## src/rtl/mips_pkg.sv

```systemverilog
// -----------------------------------------------------------------------------
// mips_pkg
// Shared types for the MIPS core. Holds the multiply/divide unit
// operation codes and its FSM state encoding.
//   MDU_OP_WIDTH : width of the mdu op field
//   mdu_op_e     : MDU operation codes (MADD/MADDU are only legal when the
//                  unit is built with MIPS_MDU_MADD_EN)
//   mdu_state_e  : MDU sequencer states
// -----------------------------------------------------------------------------
package mips_pkg;

   localparam int MDU_OP_WIDTH = 3;

   typedef enum logic [MDU_OP_WIDTH-1:0] {
      MDU_MULT  = 3'd0,
      MDU_MULTU = 3'd1,
      MDU_DIV   = 3'd2,
      MDU_DIVU  = 3'd3,
      MDU_MTHI  = 3'd4,
      MDU_MTLO  = 3'd5,
      MDU_MADD  = 3'd6,
      MDU_MADDU = 3'd7
   } mdu_op_e;

   typedef enum logic [1:0] {
      IDLE = 2'd0,
      CALC = 2'd1,
      FIX  = 2'd2
   } mdu_state_e;

endpackage

```

## src/rtl/mips_mdu_step.sv

```systemverilog
// -----------------------------------------------------------------------------
// mips_mdu_step
// One combinational iteration of the multiply/divide engine, retiring
// STAGE_BITS bits. acc holds {upper, lower} halves:
//   multiply : {partial product, remaining multiplier}; adds operand times
//              the low STAGE_BITS multiplier bits, then shifts right.
//   divide   : {partial remainder, dividend/quotient}; restoring division,
//              shifting dividend bits in at the top and quotient bits in at
//              the bottom.
// Ports:
//   is_div   in   select divide (1) or multiply (0) iteration
//   acc_in   in   2*DATA_WIDTH working register
//   operand  in   multiplicand or divisor magnitude
//   acc_out  out  working register after this iteration
// -----------------------------------------------------------------------------
module mips_mdu_step #(
   parameter int DATA_WIDTH = 32,
   parameter int STAGE_BITS = 1
) (
   input  logic                    is_div,
   input  logic [2*DATA_WIDTH-1:0] acc_in,
   input  logic [DATA_WIDTH-1:0]   operand,
   output logic [2*DATA_WIDTH-1:0] acc_out
);

   localparam int W = DATA_WIDTH;
   localparam int S = STAGE_BITS;

   logic [W+S-1:0] mul_sum;
   logic [2*W-1:0] div_acc;
   logic [W:0]     trial;
   logic [W:0]     diff;

   // NOTE: every variable gets a default before the loop so no path leaves it
   // unassigned (no latch), and blocking assignments are used so each unrolled
   // divide bit sees the result of the previous one within the same cycle.
   always_comb begin
      mul_sum = {{S{1'b0}}, acc_in[2*W-1:W]}
              + ({{S{1'b0}}, operand} * {{W{1'b0}}, acc_in[S-1:0]});
      div_acc = acc_in;
      trial   = '0;
      diff    = '0;
      for (int i = 0; i < S; i++) begin
         trial = {div_acc[2*W-1:W], div_acc[W-1]};
         diff  = trial - {1'b0, operand};
         // Borrow out of the top bit means the trial subtraction failed.
         if (!diff[W]) div_acc = {diff[W-1:0], div_acc[W-2:0], 1'b1};
         else          div_acc = {trial[W-1:0], div_acc[W-2:0], 1'b0};
      end
      acc_out = is_div ? div_acc : {mul_sum, acc_in[W-1:S]};
   end

endmodule

```

## src/rtl/mips_mdu.sv

```systemverilog
// -----------------------------------------------------------------------------
// mips_mdu
// Iterative multiply/divide unit owning the HI/LO registers. An accepted
// MULT/MULTU/DIV/DIVU runs N = DATA_WIDTH/STAGE_BITS CALC cycles followed by
// one FIX cycle that applies signs and writes HI/LO. MTHI/MTLO write at once.
// Optional: define MIPS_MDU_MADD_EN to enable MADD/MADDU ({hi,lo} += product).
// Ports:
//   clk       in   clock, rising edge
//   rst       in   synchronous active-high reset
//   start     in   request, accepted only while busy=0
//   op        in   mdu_op_e code, sampled with start
//   rs_val    in   operand A (multiplicand / dividend)
//   rt_val    in   operand B (multiplier / divisor)
//   abort     in   cancel the in-flight operation (no writeback)
//   busy      out  operation in progress
//   done      out  one-cycle pulse, HI/LO hold the new result
//   div_zero  out  sticky divide-by-zero flag, cleared by the next start
//   hi, lo    out  HI / LO registers
// -----------------------------------------------------------------------------
module mips_mdu
   import mips_pkg::*;
#(
   parameter int DATA_WIDTH = 32,
   parameter int STAGE_BITS = 1
) (
   input  logic                    clk,
   input  logic                    rst,
   input  logic                    start,
   input  logic [MDU_OP_WIDTH-1:0] op,
   input  logic [DATA_WIDTH-1:0]   rs_val,
   input  logic [DATA_WIDTH-1:0]   rt_val,
   input  logic                    abort,
   output logic                    busy,
   output logic                    done,
   output logic                    div_zero,
   output logic [DATA_WIDTH-1:0]   hi,
   output logic [DATA_WIDTH-1:0]   lo
);

   localparam int W     = DATA_WIDTH;
   localparam int N     = DATA_WIDTH / STAGE_BITS;
   localparam int CNT_W = (N > 1) ? $clog2(N) : 1;

   if ((DATA_WIDTH % 2 != 0) || (DATA_WIDTH % STAGE_BITS != 0)) begin : g_param_check
      $error("mips_mdu: DATA_WIDTH must be even and a multiple of STAGE_BITS");
   end

   mdu_state_e       state;
   logic [CNT_W-1:0] cnt;
   logic [2*W-1:0]   acc;
   logic [2*W-1:0]   acc_next;
   logic [W-1:0]     operand_q;
   logic             is_div_q;
   logic             neg_q;     // product / quotient must be negated
   logic             neg_r;     // remainder must be negated
   logic             dz_q;      // divide by zero, acc low half holds raw rs_val
`ifdef MIPS_MDU_MADD_EN
   logic             madd_q;
   logic [2*W-1:0]   madd_sum;
`endif

   logic             op_legal;
   logic             op_signed;
   logic             op_is_div;
   logic             a_neg;
   logic             b_neg;
   logic [W-1:0]     a_mag;
   logic [W-1:0]     b_mag;
   logic [2*W-1:0]   prod;
   logic [W-1:0]     quot;
   logic [W-1:0]     rem;

   always_comb begin
      op_is_div = (op == MDU_DIV) || (op == MDU_DIVU);
`ifdef MIPS_MDU_MADD_EN
      op_legal  = 1'b1;
      op_signed = (op == MDU_MULT) || (op == MDU_DIV) || (op == MDU_MADD);
`else
      op_legal  = (op != MDU_MADD) && (op != MDU_MADDU);
      op_signed = (op == MDU_MULT) || (op == MDU_DIV);
`endif
      a_neg = op_signed & rs_val[W-1];
      b_neg = op_signed & rt_val[W-1];
      // The most-negative value maps onto its own unsigned magnitude.
      a_mag = a_neg ? -rs_val : rs_val;
      b_mag = b_neg ? -rt_val : rt_val;
   end

   always_comb begin
      prod = neg_q ? -acc : acc;
      quot = neg_q ? -acc[W-1:0] : acc[W-1:0];
      rem  = neg_r ? -acc[2*W-1:W] : acc[2*W-1:W];
   end

`ifdef MIPS_MDU_MADD_EN
   assign madd_sum = {hi, lo} + prod;
`endif

   mips_mdu_step #(
      .DATA_WIDTH (DATA_WIDTH),
      .STAGE_BITS (STAGE_BITS)
   ) u_step (
      .is_div  (is_div_q),
      .acc_in  (acc),
      .operand (operand_q),
      .acc_out (acc_next)
   );

   assign busy = (state != IDLE);

   // NOTE: the working registers are reset along with the architectural
   // state; they are few and this keeps the unit free of X after reset.
   always_ff @(posedge clk) begin
      if (rst) begin
         state     <= IDLE;
         cnt       <= '0;
         acc       <= '0;
         operand_q <= '0;
         is_div_q  <= 1'b0;
         neg_q     <= 1'b0;
         neg_r     <= 1'b0;
         dz_q      <= 1'b0;
`ifdef MIPS_MDU_MADD_EN
         madd_q    <= 1'b0;
`endif
         done      <= 1'b0;
         div_zero  <= 1'b0;
         hi        <= '0;
         lo        <= '0;
      end else begin
         done <= 1'b0;
         case (state)
            IDLE: begin
               if (start && !abort && op_legal) begin
                  div_zero <= 1'b0;
                  if (op == MDU_MTHI) begin
                     hi   <= rs_val;
                     done <= 1'b1;
                  end else if (op == MDU_MTLO) begin
                     lo   <= rs_val;
                     done <= 1'b1;
                  end else begin
                     cnt      <= '0;
                     is_div_q <= op_is_div;
                     neg_q    <= a_neg ^ b_neg;
                     neg_r    <= op_is_div & a_neg;
`ifdef MIPS_MDU_MADD_EN
                     madd_q   <= (op == MDU_MADD) || (op == MDU_MADDU);
`endif
                     if (op_is_div && (rt_val == '0)) begin
                        dz_q      <= 1'b1;
                        operand_q <= '0;
                        acc       <= {{W{1'b0}}, rs_val};
                        state     <= FIX;
                     end else if (op_is_div) begin
                        dz_q      <= 1'b0;
                        operand_q <= b_mag;
                        acc       <= {{W{1'b0}}, a_mag};
                        state     <= CALC;
                     end else begin
                        dz_q      <= 1'b0;
                        operand_q <= a_mag;
                        acc       <= {{W{1'b0}}, b_mag};
                        state     <= CALC;
                     end
                  end
               end
            end
            CALC: begin
               if (abort) begin
                  state <= IDLE;
               end else begin
                  acc <= acc_next;
                  cnt <= cnt + 1'b1;
                  if (cnt == CNT_W'(N - 1)) state <= FIX;
               end
            end
            FIX: begin
               state <= IDLE;
               if (!abort) begin
                  done <= 1'b1;
                  if (dz_q) begin
                     hi       <= acc[W-1:0];
                     lo       <= '1;
                     div_zero <= 1'b1;
                  end else if (is_div_q) begin
                     hi <= rem;
                     lo <= quot;
`ifdef MIPS_MDU_MADD_EN
                  end else if (madd_q) begin
                     {hi, lo} <= madd_sum;
`endif
                  end else begin
                     {hi, lo} <= prod;
                  end
               end
            end
            default: state <= IDLE;
         endcase
      end
   end

endmodule
```

## config.mk

```make
export PLATFORM = sky130hd
export DESIGN_NAME = mips_mdu
export DESIGN_NICKNAME = d
export VERILOG_FILES = /design/src/rtl/mips_pkg.sv /design/src/rtl/mips_mdu_step.sv /design/src/rtl/mips_mdu.sv
export SDC_FILE = /design/constraint.sdc
export NUM_CORES = 1
export LEC_CHECK = 0
export BUFFER_PORTS_ARGS = -buffer_cell sky130_fd_sc_hd__clkbuf_2
export CAP_MARGIN = 5
export CORE_UTILIZATION = 50
export DETAILED_ROUTE_END_ITERATION = 10
export GPL_ROUTABILITY_DRIVEN = 1
export PLACE_DENSITY = 0.77
export SYNTH_ARGS = -nofsm -noshare
export SYNTH_HDL_FRONTEND = slang
export SYNTH_HIERARCHICAL = 1
export SYNTH_SLANG_ARGS = --single-unit
export TNS_END_PERCENT = 5
```

## constraint.sdc

```tcl
create_clock -name clk -period 3.7 [get_ports clk]
set_clock_uncertainty 0.1 [all_clocks]
set_input_delay 0.185 -clock clk [delete_from_list [all_inputs] [get_ports clk]]
set_output_delay 0.185 -clock clk [all_outputs]
set_load 0.01 [all_outputs]
```

## Word level (Yosys, flattened, before mapping)

Index checks and enable logic that the tools add are counted.
W data, S select, Z words.

| word-level totals | value |
|---|---|
| register bits after elaboration | 173 |
| bits in read-only memories | 0 |
| memories kept | 0 |
| bits of input ports | 71 |
| bits in latches | 0 |
| output and inout bits | 67 |
| word-level logic and storage cells | 115 |
| bits in writable memories | 0 |

| cells by class | value |
|---|---|
| eq/ne operators | 18 |
| add/sub/neg operators | 8 |
| reductions and logical operators | 19 |
| div/mod/pow operators | 0 |
| shift-type cells | 0 |
| multiply operators | 1 |
| bitwise gates (word level) | 6 |
| muxes and demuxes | 51 |
| $lt $le $gt $ge | 0 |

Operators by type and width:

| operator | count |
|---|---|
| $mux W32 | 19 |
| $mux W64 | 7 |
| $neg A32 Y32 | 4 |
| $pmux W32 S2 | 2 |
| $pmux W64 S2 | 1 |
| $neg A64 Y64 | 1 |
| $add A32 B33 Y33 | 1 |
| $mul A32 B1 Y33 | 1 |
| $sub A33 B32 Y33 | 1 |
| $logic_not A32 Y1 | 1 |
| $mux W5 | 4 |
| $ne A2 B2 Y1 const B | 8 |
| $reduce_and A4 Y1 | 4 |
| $mux W2 | 6 |
| $pmux W5 S2 | 1 |
| $reduce_and A5 Y1 | 2 |
| $ne A3 B3 Y1 const B | 3 |
| $mux W1 | 8 |
| $eq A3 B2 Y1 const B | 2 |
| $eq A3 B3 Y1 const B | 2 |
| $reduce_bool A2 Y1 | 3 |
| $add A5 B1 Y5 const B | 1 |
| $eq A5 B5 Y1 const B | 1 |
| $logic_and A1 B1 Y1 | 4 |
| other kinds (11) | 16 |

## Logic depth before layout (Yosys ltp)

| depth | value |
|---|---|
| word-level depth | 10 |
| depth in mapped cells | 16 |
| gate-level depth less buffers | 14 |

## Cells and area by module

The synthesis kept the hierarchy.

By module, submodules not included:

| module | times used | cells each | area an instance (µm²) | sequential area each (µm²) |
|---|---|---|---|---|
| mips_mdu | 1 | 1517 | 11158.2 | 3463.3 |
| mips_mdu_step | 1 | 694 | 4767.1 | 0.0 |

## Worst setup path after synthesis

Ideal clock, no wire load.

| path | value |
|---|---|
| kind | register to register |
| start point | register acc[0] |
| end point | register acc[63] |
| required time | 3.468 ns |
| setup slack | 0.347 ns |
| arrival time | 3.121 ns |
| path buffers | 1 |
| cell stages (with the launch flop) | 16 |
| clock period less this slack | 3.353 ns |
| library setup time | 0.132 ns |
| cell sequence | dfxtp_1 -> clkbuf_1 -> and2_1 -> ha_1 -> fa_1 -> a211oi_1 -> o21ai_0 -> o21ai_0 -> a2111oi_0 -> a211oi_1 -> nor3b_2 -> o21bai_1 -> a211oi_1 -> nor3_1 -> nand2_1 -> a21oi_1 |

| on the way | value |
|---|---|
| cells in the longest elaborated chain, start to end | 5 |

RTL lines:

| element | RTL line | RTL |
|---|---|---|
| from (decl) | mips_mdu.sv:50 | `logic [2*W-1:0] acc;` |
| from (signal assigned) | mips_mdu.sv:153 | `acc <= {{W{1'b0}}, rs_val};` |
| from (signal assigned) | mips_mdu.sv:158 | `acc <= {{W{1'b0}}, a_mag};` |
| from (signal assigned) | mips_mdu.sv:163 | `acc <= {{W{1'b0}}, b_mag};` |
| $mul A32 B1 Y33 | mips_mdu_step.sv:39 | `+ ({{S{1'b0}}, operand} * {{W{1'b0}}, acc_in[S-1:0]});` |
| $add A32 B33 Y33 | mips_mdu_step.sv:39 |  |
| $mux W64 | mips_mdu_step.sv:50 | `acc_out = is_div ? div_acc : {mul_sum, acc_in[W-1:S]};` |
| named net acc_next[63] | mips_mdu.sv:51 | `logic [2*W-1:0] acc_next;` |
| $mux W64 | mips_mdu.sv:170 | `if (abort) begin` |
| $pmux W64 S2 | mips_mdu.sv:132 | `case (state)` |

The timed path passes the listed nets, and every way through them passes these cells. The select of a mux whose other input is x is not followed.
A chain may end at the register's enable or synchronous reset.

## Worst setup path after layout

| path | value |
|---|---|
| start point | register acc[10] |
| end point | register hi[27] |

| on the way | value |
|---|---|
| cells in the longest elaborated chain, start to end | 6 |

RTL lines:

| element | RTL line | RTL |
|---|---|---|
| $neg A64 Y64 | mips_mdu.sv:90 | `prod = neg_q ? -acc : acc;` |
| $mux W64 | mips_mdu.sv:90 |  |
| $mux W32 | mips_mdu.sv:186 | `end else if (is_div_q) begin` |
| $mux W32 | mips_mdu.sv:182 | `if (dz_q) begin` |
| $mux W32 | mips_mdu.sv:180 | `if (!abort) begin` |
| $pmux W32 S2 | mips_mdu.sv:132 |  |
| to (signal assigned) | mips_mdu.sv:137 | `hi <= rs_val;` |
| to (signal assigned) | mips_mdu.sv:183 | `hi <= acc[W-1:0];` |
| to (signal assigned) | mips_mdu.sv:187 | `hi <= rem;` |
| to (decl) | mips_mdu.sv:36 | `output logic [DATA_WIDTH-1:0] hi,` |

Every way passes these cells. The select of a mux whose other input is x is not followed.

==> metrics.yaml <==
outcome: "complete, no violations"
slew_violations: 0
syn_area_sq_um: 15930
io_pins: 138
yosysWarnings: 6
fmax_ghz: 0.2832
cts.clk_slew.worst_paths_ns: 0.08
start_util_pct: 51.39
ant_nets: 0
yosysTopAreaCell: "dfxtp_1"
min_period_over_period_pct: 95.45
report.final.setup_viol: 0
routedWlPerCell_microns: 24.04
yosysSeqAreaShare_pct: 21.75
dp_worst_setup_slack_ns: 0.01887
cts_made_buffers: 17
multiInputGateArea_sq_um: 11620
gp_congestion: 0.9543
die_h_microns: 180.5
portBuffers: 137
dpl.hpwl_microns: 50040
vias: 18340
core_sq_um: 30990
fin_nets: 2467
end_kind: "flip-flop"
antenna_found_initial: 5
grt_pass1_vias: 16700
synth_ff_type: "dfxtp_1"
cts_tree: "yes"
diodes: 0
synth-edff-count: 0
register_area_sq_um: 3467
setup_ws_ns: 0.1685
grt_max_degree: 84
drt_iter0_markers: 2396
syn_area_per_cell_sq_um: 7.203
peakVddDrop_uv: 329.6
powerDensity_nw_per_um2: 302.3
h-tree-depth: 4
area_growth_pct: 13.17
synth.area.top_cells: "dfxtp_1 (22%), a21oi_1 (7.3%), nand2_1 (6.5%), xnor2_1 (5.9%), ha_1 (5.5%)"
min_period_ns: 3.531
drv_cap: 0
crit_chain: "nor4_1, nand4_1, nor4_2, nor2_1, o31ai_1, xor2_1, a2111oi_0"
die_area_sq_um: 32570
die_x_microns: 180.5
fin_util_pct: 58.16
cpMaxStageDelayCell: "nor4_2"
leakagePower_nw: 7.180
rsz0062_at_grt: "no"
fillers: 2992
syn_nets: 2354
cp_data_arrival_time_ns: 3.77
async_flop_share_pct: 0
synth-seq-cells: 173
required_ns: 3.93
rows: 64
path_max_fanout: 8
routed_wl_microns: 65700
grt_overflow_total: 0
place_inst: 2698
syn_inst: 2211
vias_per_cell: 6.709
hold_viol: 0
path_class: "flip-flop to flip-flop"
tightest_slew_ns: 1.218
clock_latency_ns: 0.45
clockBufferDepth: 2
fin_cells: 2733
groute.usage.overall_pct: 39.49
clock_sinks: 173
startpoint_type: "flip-flop"
slew_headroom_pct: 18.48
power.total_mw: 5.449
drive_gt1_share_pct: 15.83
drc: 0
setup_tns_ns: 0
synth_top_area_share_pct: 21.75
worst_hold_path_type: "input port to flip-flop"
root_buffer: "clkbuf_16"
grt_pass1_wl_microns: 99790
cpPeakStageDelay_ns: 0.70
first_pass_iters: 8
synth_cell_types: 88
where the power goes:
| part | switching (mW) | leakage [nW] | internal (mW) |
|---|---|---|---|
| Combinational | 0.963 | 5.49 | 0.573 |
| Sequential | 0.0713 | 1.40 | 1.91 |
| Clock | 0.898 | 0.283 | 1.03 |
Yosys cell counts (26+ instances only):
| cell | n |
|---|---|
| a211oi_1 | 35 |
| a21o_1 | 26 |
| a21oi_1 | 232 |
| a31oi_1 | 32 |
| and2_1 | 40 |
| clkbuf_1 | 125 |
| dfxtp_1 | 173 |
| ha_1 | 70 |
| inv_1 | 69 |
| mux2_2 | 37 |
| mux2i_1 | 30 |
| nand2_1 | 275 |
| nand3_1 | 37 |
| nor2_1 | 187 |
| nor3_1 | 54 |
| nor4_1 | 27 |
| o211ai_1 | 30 |
| o21ai_0 | 127 |
| o221ai_1 | 37 |
| o22ai_1 | 26 |
| o31ai_1 | 28 |
| or3_1 | 29 |
| xnor2_1 | 107 |
| xor2_1 | 58 |
layer usage:
metal / GRT usage, % / vias up / wire length, microns / part of all wire [%]
met5: 0 / - / 35 / 0.053
met4: 21.09 / 6 / 4107 / 6.3
met3: 7.033 / 232 / 6477 / 9.9
met2: 62.64 / 1171 / 28970 / 44
met1: 50.93 / 8637 / 26110 / 40
li1: - / 8291 / - / -
cell families after synthesis:
logic type,count (synthesis),synth area share (%)
muxes,68,4.596
adders and majority gates,72,5.751
buffers and inverters,229,5.751
xor gates and xnor gates,166,9.177
and+or+nand+nor,779,23.72
DFF,173,21.75
AOI/OAI and AO/OA,724,29.26
cell usage in the layout (no fill, tap or decap), drive strengths merged, types with 30 or more instances in the layout:
| cell type | instances |
|---|---|
| nor3 | 56 |
| nand2 | 275 |
| nor2 | 188 |
| mux2 | 38 |
| o221ai | 38 |
| a21oi | 236 |
| ha | 70 |
| xnor2 | 108 |
| a31oi | 32 |
| inv | 74 |
| a211oi | 35 |
| nor4 | 32 |
| xor2 | 58 |
| buf | 115 |
| o21ai | 138 |
| and2 | 41 |
| clkbuf | 155 |
| dfxtp | 173 |
| o211ai | 30 |
| mux2i | 30 |
| nand3 | 37 |
registers in the layout, summed over array words and instances (netlist names), 2 cells and up:
name       flops
state          2
acc           64
lo            32
hi            32
cnt            5
operand_q     32
worst max-delay path, delay by kind of cell, from the launching register on:
kind             cells  cell delay, ns
AND/OR/NAND/NOR      4            2.07
AO/OA/AOI/OAI        2            0.72
flip-flops           1            0.33
XOR/XNOR             1            0.18
timing repair:
action,in CTS,in global routing
setup endpoints to repair,0,7
endpoints found under the hold margin,2,0
setup buffers,0,1
resized for setup,0,4
hold buffers,2,0
final timing paths:
check | slack, ns | endpoint | startpoint | cells past startpoint
max | 0.17 | hi[27] | acc[10] | 7
min | 0.02 | done | abort | 2
max reg2reg | 0.17 | hi[27] | acc[10] | 7
min reg2reg | 0.36 | lo[25] | lo[25] | 2
through the flow:
step           instance area [sq um]  hold slack (ns)
6_report                       18020          0.01854
3_5_place_dp                   17380           0.3492
4_1_cts                        18000         0.002631
3_3_place_gp                   17380           0.3424
2_1_floorplan                  15930           0.2210
5_1_grt                        18020         0.001677
layout make-up:
cell class / instances / share of cell area (%)
clock inverters: 13 / 0.8609
clock buffers: 19 / 2.458
multi-input cells: 1809 / 64.49
repair buffers: 253 / 8.748
flip-flops and latches: 173 / 19.24
inverters: 70 / 1.458
well taps: 396 / 2.749
(Power assumes the default switching activity.)
